`config.mk`:
```
export PLATFORM = sky130hd
export DESIGN_NAME = ps2_scancode_decoder
export DESIGN_NICKNAME = d
export VERILOG_FILES = /design/src/rtl/ps2_scancode_decoder.sv
export SDC_FILE = /design/constraint.sdc
export NUM_CORES = 1
export LEC_CHECK = 0
export ABC_AREA = 1
export CAP_MARGIN = 40
export CORE_MARGIN = 10
export CORE_UTILIZATION = 45
export CTS_CLUSTER_SIZE = 25
export DETAILED_ROUTE_END_ITERATION = 6
export PLACE_DENSITY = 0.78
export SLEW_MARGIN = 30
export SYNTH_ARGS = -nofsm -noshare
export SYNTH_HDL_FRONTEND = slang
export SYNTH_SLANG_ARGS = --single-unit
```
`constraint.sdc`:
```
create_clock -name clk -period 3.82 [get_ports clk]
set_input_delay 0.764 -clock clk [delete_from_list [all_inputs] [get_ports clk]]
set_output_delay 0.764 -clock clk [all_outputs]
set_load 0.01 [all_outputs]
```
`src/rtl/ps2_scancode_decoder.sv`:
```
// ps2_scancode_decoder
// Pulls raw set-2 bytes from the PS/2 receiver FIFO, strips E0/F0/E1 prefixes,
// tracks shift/ctrl/caps-lock and presents one key event at a time with ASCII,
// held until the CPU acknowledges it.
// Build option: define AUTOREPEAT_FILTER_EN to drop typematic repeats of a held key.
//
// state    | meaning
// ---------+-------------------------------------------------------------
// S_IDLE   | waiting for a byte while no unacknowledged event is pending
// S_POP    | byte latched, ps2_rdn low for this single cycle
// S_DECODE | act on the latched byte: skip, prefix, error, discard, event

module ps2_scancode_decoder #(
  parameter int E1_SKIP = 7
) (
  input  logic       clk,
  input  logic       rst,
  input  logic [7:0] ps2_data,
  input  logic       ps2_ready,
  input  logic       ps2_overflow,
  output logic       ps2_rdn,
  output logic       key_valid,
  input  logic       key_ack,
  output logic [7:0] key_code,
  output logic       key_ext,
  output logic       key_break,
  output logic [7:0] key_ascii,
  output logic       mod_shift,
  output logic       mod_ctrl,
  output logic       caps_lock,
  output logic       err,
  input  logic       err_clr
);

  localparam int SKW = (E1_SKIP < 2) ? 1 : $clog2(E1_SKIP + 1);

  typedef enum logic [1:0] {
    S_IDLE,
    S_POP,
    S_DECODE
  } state_t;

  state_t         state_q, state_d;
  logic [7:0]     byte_q, byte_d;
  logic           rdn_q, rdn_d;
  logic           valid_q, valid_d;
  logic [7:0]     code_q, code_d;
  logic [7:0]     ascii_q, ascii_d;
  logic           kext_q, kext_d;
  logic           kbrk_q, kbrk_d;
  logic           ext_q, ext_d;
  logic           brk_q, brk_d;
  logic [SKW-1:0] skip_q, skip_d;
  logic           lshift_q, lshift_d;
  logic           rshift_q, rshift_d;
  logic           lctrl_q, lctrl_d;
  logic           rctrl_q, rctrl_d;
  logic           caps_q, caps_d;
  logic           err_q, err_d;
  logic           err_set;
  logic           drop;
`ifdef AUTOREPEAT_FILTER_EN
  logic [8:0]     last_q, last_d;
`endif

  // Set-2 scan code to ASCII; letters are case-folded by 'upper', extended codes map to 0.
  function automatic logic [7:0] ascii_lut(input logic [7:0] code, input logic ext,
                                           input logic upper);
    logic [7:0] letter;
    logic [7:0] res;
    letter = 8'h00;
    res    = 8'h00;
    case (code)
      8'h1C: letter = 8'h61; 8'h32: letter = 8'h62; 8'h21: letter = 8'h63;
      8'h23: letter = 8'h64; 8'h24: letter = 8'h65; 8'h2B: letter = 8'h66;
      8'h34: letter = 8'h67; 8'h33: letter = 8'h68; 8'h43: letter = 8'h69;
      8'h3B: letter = 8'h6A; 8'h42: letter = 8'h6B; 8'h4B: letter = 8'h6C;
      8'h3A: letter = 8'h6D; 8'h31: letter = 8'h6E; 8'h44: letter = 8'h6F;
      8'h4D: letter = 8'h70; 8'h15: letter = 8'h71; 8'h2D: letter = 8'h72;
      8'h1B: letter = 8'h73; 8'h2C: letter = 8'h74; 8'h3C: letter = 8'h75;
      8'h2A: letter = 8'h76; 8'h1D: letter = 8'h77; 8'h22: letter = 8'h78;
      8'h35: letter = 8'h79; 8'h1A: letter = 8'h7A;
      default: letter = 8'h00;
    endcase
    case (code)
      8'h16: res = 8'h31; 8'h1E: res = 8'h32; 8'h26: res = 8'h33;
      8'h25: res = 8'h34; 8'h2E: res = 8'h35; 8'h36: res = 8'h36;
      8'h3D: res = 8'h37; 8'h3E: res = 8'h38; 8'h46: res = 8'h39;
      8'h45: res = 8'h30;
      8'h29: res = 8'h20;
      8'h5A: res = 8'h0D;
      8'h66: res = 8'h08;
      8'h0D: res = 8'h09;
      default: res = 8'h00;
    endcase
    if (letter != 8'h00) begin
      res = upper ? (letter - 8'h20) : letter;
    end
    if (ext) begin
      res = 8'h00;
    end
    return res;
  endfunction

  // Next-state, fetch handshake, prefix/modifier tracking and event capture.
  always_comb begin
    state_d  = state_q;
    byte_d   = byte_q;
    rdn_d    = 1'b1;
    valid_d  = valid_q;
    code_d   = code_q;
    ascii_d  = ascii_q;
    kext_d   = kext_q;
    kbrk_d   = kbrk_q;
    ext_d    = ext_q;
    brk_d    = brk_q;
    skip_d   = skip_q;
    lshift_d = lshift_q;
    rshift_d = rshift_q;
    lctrl_d  = lctrl_q;
    rctrl_d  = rctrl_q;
    caps_d   = caps_q;
    err_set  = ps2_overflow;
    drop     = 1'b0;
`ifdef AUTOREPEAT_FILTER_EN
    last_d   = last_q;
`endif

    if (valid_q && key_ack) begin
      valid_d = 1'b0;
    end

    case (state_q)
      S_IDLE: begin
        if (ps2_ready && !valid_q) begin
          byte_d  = ps2_data;
          rdn_d   = 1'b0;
          state_d = S_POP;
        end
      end
      S_POP: begin
        state_d = S_DECODE;
      end
      S_DECODE: begin
        state_d = S_IDLE;
        if (skip_q != '0) begin
          skip_d = skip_q - SKW'(1);
        end else begin
          case (byte_q)
            8'hE1: begin
              skip_d = SKW'(E1_SKIP);
              ext_d  = 1'b0;
              brk_d  = 1'b0;
            end
            8'hE0: ext_d = 1'b1;
            8'hF0: brk_d = 1'b1;
            8'h00, 8'hFF: begin
              err_set = 1'b1;
              ext_d   = 1'b0;
              brk_d   = 1'b0;
            end
            8'hAA, 8'hFA, 8'hEE, 8'hFE: begin
              ext_d = 1'b0;
              brk_d = 1'b0;
            end
            default: begin
              ext_d = 1'b0;
              brk_d = 1'b0;
`ifdef AUTOREPEAT_FILTER_EN
              // A repeated make of the key already down is typematic noise.
              if (!brk_q && (last_q == {ext_q, byte_q})) begin
                drop = 1'b1;
              end else if (!brk_q) begin
                last_d = {ext_q, byte_q};
              end else if (last_q == {ext_q, byte_q}) begin
                last_d = 9'h000;
              end
`endif
              if (!drop) begin
                if (!ext_q && (byte_q == 8'h12)) lshift_d = !brk_q;
                if (!ext_q && (byte_q == 8'h59)) rshift_d = !brk_q;
                if (byte_q == 8'h14) begin
                  if (ext_q) rctrl_d = !brk_q;
                  else       lctrl_d = !brk_q;
                end
                if ((byte_q == 8'h58) && !brk_q) caps_d = !caps_q;
                code_d  = byte_q;
                kext_d  = ext_q;
                kbrk_d  = brk_q;
                ascii_d = ascii_lut(byte_q, ext_q, (lshift_d | rshift_d) ^ caps_d);
                valid_d = 1'b1;
              end
            end
          endcase
        end
      end
      default: state_d = S_IDLE;
    endcase

    err_d = err_set | (err_q & ~err_clr);
  end

  // State and datapath registers with synchronous reset.
  always_ff @(posedge clk) begin
    if (rst) begin
      state_q  <= S_IDLE;
      byte_q   <= 8'h00;
      rdn_q    <= 1'b1;
      valid_q  <= 1'b0;
      code_q   <= 8'h00;
      ascii_q  <= 8'h00;
      kext_q   <= 1'b0;
      kbrk_q   <= 1'b0;
      ext_q    <= 1'b0;
      brk_q    <= 1'b0;
      skip_q   <= '0;
      lshift_q <= 1'b0;
      rshift_q <= 1'b0;
      lctrl_q  <= 1'b0;
      rctrl_q  <= 1'b0;
      caps_q   <= 1'b0;
      err_q    <= 1'b0;
`ifdef AUTOREPEAT_FILTER_EN
      last_q   <= 9'h000;
`endif
    end else begin
      state_q  <= state_d;
      byte_q   <= byte_d;
      rdn_q    <= rdn_d;
      valid_q  <= valid_d;
      code_q   <= code_d;
      ascii_q  <= ascii_d;
      kext_q   <= kext_d;
      kbrk_q   <= kbrk_d;
      ext_q    <= ext_d;
      brk_q    <= brk_d;
      skip_q   <= skip_d;
      lshift_q <= lshift_d;
      rshift_q <= rshift_d;
      lctrl_q  <= lctrl_d;
      rctrl_q  <= rctrl_d;
      caps_q   <= caps_d;
      err_q    <= err_d;
`ifdef AUTOREPEAT_FILTER_EN
      last_q   <= last_d;
`endif
    end
  end

  assign ps2_rdn   = rdn_q;
  assign key_valid = valid_q;
  assign key_code  = code_q;
  assign key_ext   = kext_q;
  assign key_break = kbrk_q;
  assign key_ascii = ascii_q;
  assign mod_shift = lshift_q | rshift_q;
  assign mod_ctrl  = lctrl_q | rctrl_q;
  assign caps_lock = caps_q;
  assign err       = err_q;

endmodule

```
==> results.txt <==
- Final hold viol count: 0
* Standby leakage power: 0.00159 µW
* Vertical die dimension: 101 µm
- When the netlist entered floorplanning its net count stood at 485.
- Commonest cells after routing, fill and taps aside: sky130_fd_sc_hd__nand2_1, sky130_fd_sc_hd__nor2_1, sky130_fd_sc_hd__dfxtp_1
- The run finished with clean final reports.
* H-tree depth: 2
* Area fraction in compound gates after synthesis: 14.6%
* Via-per-instance ratio: 5.26
- Post-synthesis share of cell area spent on and, or, nand and nor gates: 36.7%
- Highest cell delay on the worst timing path: 0.48 ns
- Detailed routing placed a total of 3570 µm of wire on met2.
- The via count of the first global-routing pass came to 2881.
- For the worst setup path, the data arrival time is 3.26 ns.
- Fill cells in the final layout number 622.
- Antenna Diode Count: 0
- Cell area after technology mapping: 0.00297 mm²
* Slew headroom: 60.6%
- For the final database, setup skew stands at 0.0101 ns.
* Share of the yosys chip area belonging to registers: 31.7%
- Post-CTS timing repair inserted 0 buffers for setup.
- Detailed Place HPWL: 5990 µm
- In the routed design, unresolved DRC markers number 0.
- Maximum fanout encountered on the critical timing path: 11
* Non-Filler Cell Area, Final: 0.00351 mm²
* Number of ports placed on the die boundary: 38
* Maximum clock insertion buffer count: 2
- CTS sink cnt: 47
* Met1 layer wirelength in the final routing: 3330 µm
- Worst IR drop on VDD: 250 µV
- Leaving out fill and tap cells, the most frequent cell in the layout is sky130_fd_sc_hd__nand2_1.
- Fin nets: 523
* Crit share post-route: 80.3%
- Gr ovfl total: 0
* DR top layer: met4
- Count of pins over their slew limit: 0
- After Yosys synthesis, full adders, half adders and majority gates account for 5.91% of the synthesized area.
* Total core area: 0.00639 mm²
* Cell at the slowest stage of the critical path: sky130_fd_sc_hd__nor3_1
- The cell sitting at the root of the clock tree is a sky130_fd_sc_hd__clkbuf_8.
* Width of the die: 101 µm
* Placement row count: 29
* Setup repair after global routing missed its margin: false
- Fraction of layout cells with a size suffix above 1: 11.1%
- Post-placement cell count: 565
- Placer congestion estimate: 0.927
- Sort of element at the end of the critical path: flip-flop
- Power spread over the standard cell area amounts to 343 mW/mm².
* Hold crit path type: reg -> reg
* Final critical-path required period: 3.07 ns
- Total Die Area: 0.0102 mm²
- Traced cell by cell, the critical path runs through clkdlybuf4s50_1, inv_1, nor2_2, nand2_1, nor2_1, nor3_1, inv_1, ha_1, nand3_2, nand2_1, nand2_1, nand3_1, nand3_1, nand2_1, nand2_1, nand2_1.
* Count of synthesis-stage warnings from yosys: 0
* Number of hold buffers added after CTS: 0
* Metal3 WL: 550 µm
* Category of the most critical setup path: in -> reg
- Counting stages on the worst path, the most repeated cell is sky130_fd_sc_hd__nand2_1.
- Across all layers, the routed design uses 3016 vias.
* CTS-repair resized insts: 0
- Initial Utilization: 46.4%
- Number of DRC markers after the initial detailed-route iteration: 212
- Area growth from synthesis to final layout: 18.3%
- Clock latency on the worst-skew pair, taken at its later pin, is 0.30 ns.
- The first global-routing pass estimated 13400 µm of wire.
* Max-capacitance violation count: 0
- Number of antenna violations at the first check in global routing: 0
* Area after detailed placement: 0.00339 mm²
- Post-synthesis share of cell area spent on xor and xnor gates: 0.886%
- Setup violations remaining at the end of the flow were counted as 0.
- Clk slew on worst S/H paths: 0.09 ns
* Number of distinct library cells after synthesis: 33
- In this run the remaining antenna-violating nets after routing total 0.
- Main combinational cell family by area after synthesis: simple AND/OR/NAND/NOR gates
* Number of instances in the synthesized netlist: 457
- Achievable clock frequency: 0.326 GHz
* Register bit count reported by yosys: 47
* Share of synthesized area spent on multiplexers: 0%
* Mean instance size in the synthesized netlist: 6.49 µm²
- For the final routed database, the setup TNS stands at 0 ns.
- Count of port buffers added during placement: 37
* Global-route total usage across every layer: 15.3%
* Slew of the pin with the lowest slew margin: 0.589 ns
- Wire length after detailed routing: 7620 µm
* Maximum number of pins on one net before global-route repair: 22
* Kind of start point of the critical path: input port
- Counting the buffers created by CTS gives 5.
- Leaving out filler cells and counting taps, the final layout contains 573.
- STA puts the critical path data required time at 4.01 ns.
- TritonCTS built the clock tree.
* Per-cell routed wire length: 13.3 µm
* Drt pass-1 iters: 5
[cell families (layout without fill, tap and decap cells)]
kind of cell	count (synthesis)	in the layout
flip-flops	47	47
adder cells (fa/ha/maj)	14	14
buffers and inverters	72	111
AO/OA/AOI/OAI	76	76
XOR/XNOR	3	3
AND/OR/NAND/NOR	245	245
[layout make-up]
class | count | area (µm²) | share of cell area, %
Inverter | 62 | 233 | 6.63
Tap cell | 77 | 96.3 | 2.75
Clock buffer | 5 | 68.8 | 1.96
Clock inverter | 3 | 47.5 | 1.36
Sequential cell | 47 | 941 | 26.8
Timing Repair Buffer | 41 | 400 | 11.4
Multi-Input combinational cell | 338 | 1720 | 49.1
[per-stage QoR]
| step | power [µW] | hold slack, ns | utilization, % | setup WS [ns] |
|---|---|---|---|---|
| 2_1_floorplan | 754 | 0.430 | - | 1.24 |
| 3_3_place_gp | 835 | 0.440 | 53.1 | 0.526 |
| 3_5_place_dp | 839 | 0.443 | 53.1 | 0.464 |
| 4_1_cts | 1210 | 0.457 | 54.9 | 0.762 |
| 5_1_grt | 1280 | 0.488 | 54.9 | 0.331 |
| 6_report | 1200 | 0.455 | 54.9 | 0.751 |
[Yosys cell counts]
library cell / count / area [µm²]
sky130_fd_sc_hd__a21oi_1: 23 / 115
sky130_fd_sc_hd__a21oi_2: 10 / 87.6
sky130_fd_sc_hd__a31oi_1: 1 / 6.26
sky130_fd_sc_hd__buf_2: 2 / 10.0
sky130_fd_sc_hd__buf_4: 2 / 15.0
sky130_fd_sc_hd__buf_6: 3 / 33.8
sky130_fd_sc_hd__clkbuf_1: 3 / 11.3
sky130_fd_sc_hd__clkinv_1: 2 / 7.51
sky130_fd_sc_hd__dfxtp_1: 47 / 941
sky130_fd_sc_hd__ha_1: 14 / 175
sky130_fd_sc_hd__inv_1: 45 / 169
sky130_fd_sc_hd__inv_2: 15 / 56.3
sky130_fd_sc_hd__nand2_1: 114 / 428
sky130_fd_sc_hd__nand2_2: 3 / 18.8
sky130_fd_sc_hd__nand3_1: 42 / 210
sky130_fd_sc_hd__nand3_2: 4 / 40.0
sky130_fd_sc_hd__nand3b_1: 1 / 7.51
sky130_fd_sc_hd__nand4_1: 5 / 31.3
sky130_fd_sc_hd__nor2_1: 57 / 214
sky130_fd_sc_hd__nor2_2: 6 / 37.5
sky130_fd_sc_hd__nor2_4: 2 / 22.5
sky130_fd_sc_hd__nor3_1: 6 / 30.0
sky130_fd_sc_hd__nor3_2: 2 / 20.0
sky130_fd_sc_hd__nor3_4: 1 / 16.3
sky130_fd_sc_hd__o211ai_1: 1 / 7.51
sky130_fd_sc_hd__o21ai_0: 12 / 60.1
sky130_fd_sc_hd__o21ai_1: 24 / 120
sky130_fd_sc_hd__o21bai_1: 2 / 15.0
sky130_fd_sc_hd__o22ai_1: 2 / 12.5
sky130_fd_sc_hd__o31ai_1: 1 / 7.51
sky130_fd_sc_hd__or2_1: 2 / 12.5
sky130_fd_sc_hd__xnor2_1: 2 / 17.5
sky130_fd_sc_hd__xor2_1: 1 / 8.76
[path summary, 6_finish.rpt]
kind,from,endpoint,slack [ns],depth (start not counted)
max reg2reg,state_q[1]$_SDFFE_PP0P_,flip-flop,1.31,14
min,rctrl_q$_SDFFE_PP0P_,rctrl_q$_SDFFE_PP0P_,0.46,2
max,ps2_ready,flip-flop,0.75,16
min reg2reg,rctrl_q$_SDFFE_PP0P_,rctrl_q$_SDFFE_PP0P_,0.46,2
[metal layers]
metal / vias to the layer above / global-route usage (%)
met1: 1348 / 18.2
met4: 0 / 5.14
met3: 22 / 3.68
met2: 107 / 26.4
met5: - / 0
li1: 1539 / -
[power breakdown]
part | switching, µW | total, µW | internal, µW
Clock | 174 | 373 | 198
Combinational | 192 | 295 | 102
Sequential | 21.2 | 536 | 515
[worst max-delay path, delay by kind of cell]
kind          cells  cell delay [ns]
simple gates     12             1.53
buf+inv           3             0.71
fa+ha+maj         1             0.26
No activity file was read; power rests on OpenSTA's default activity.
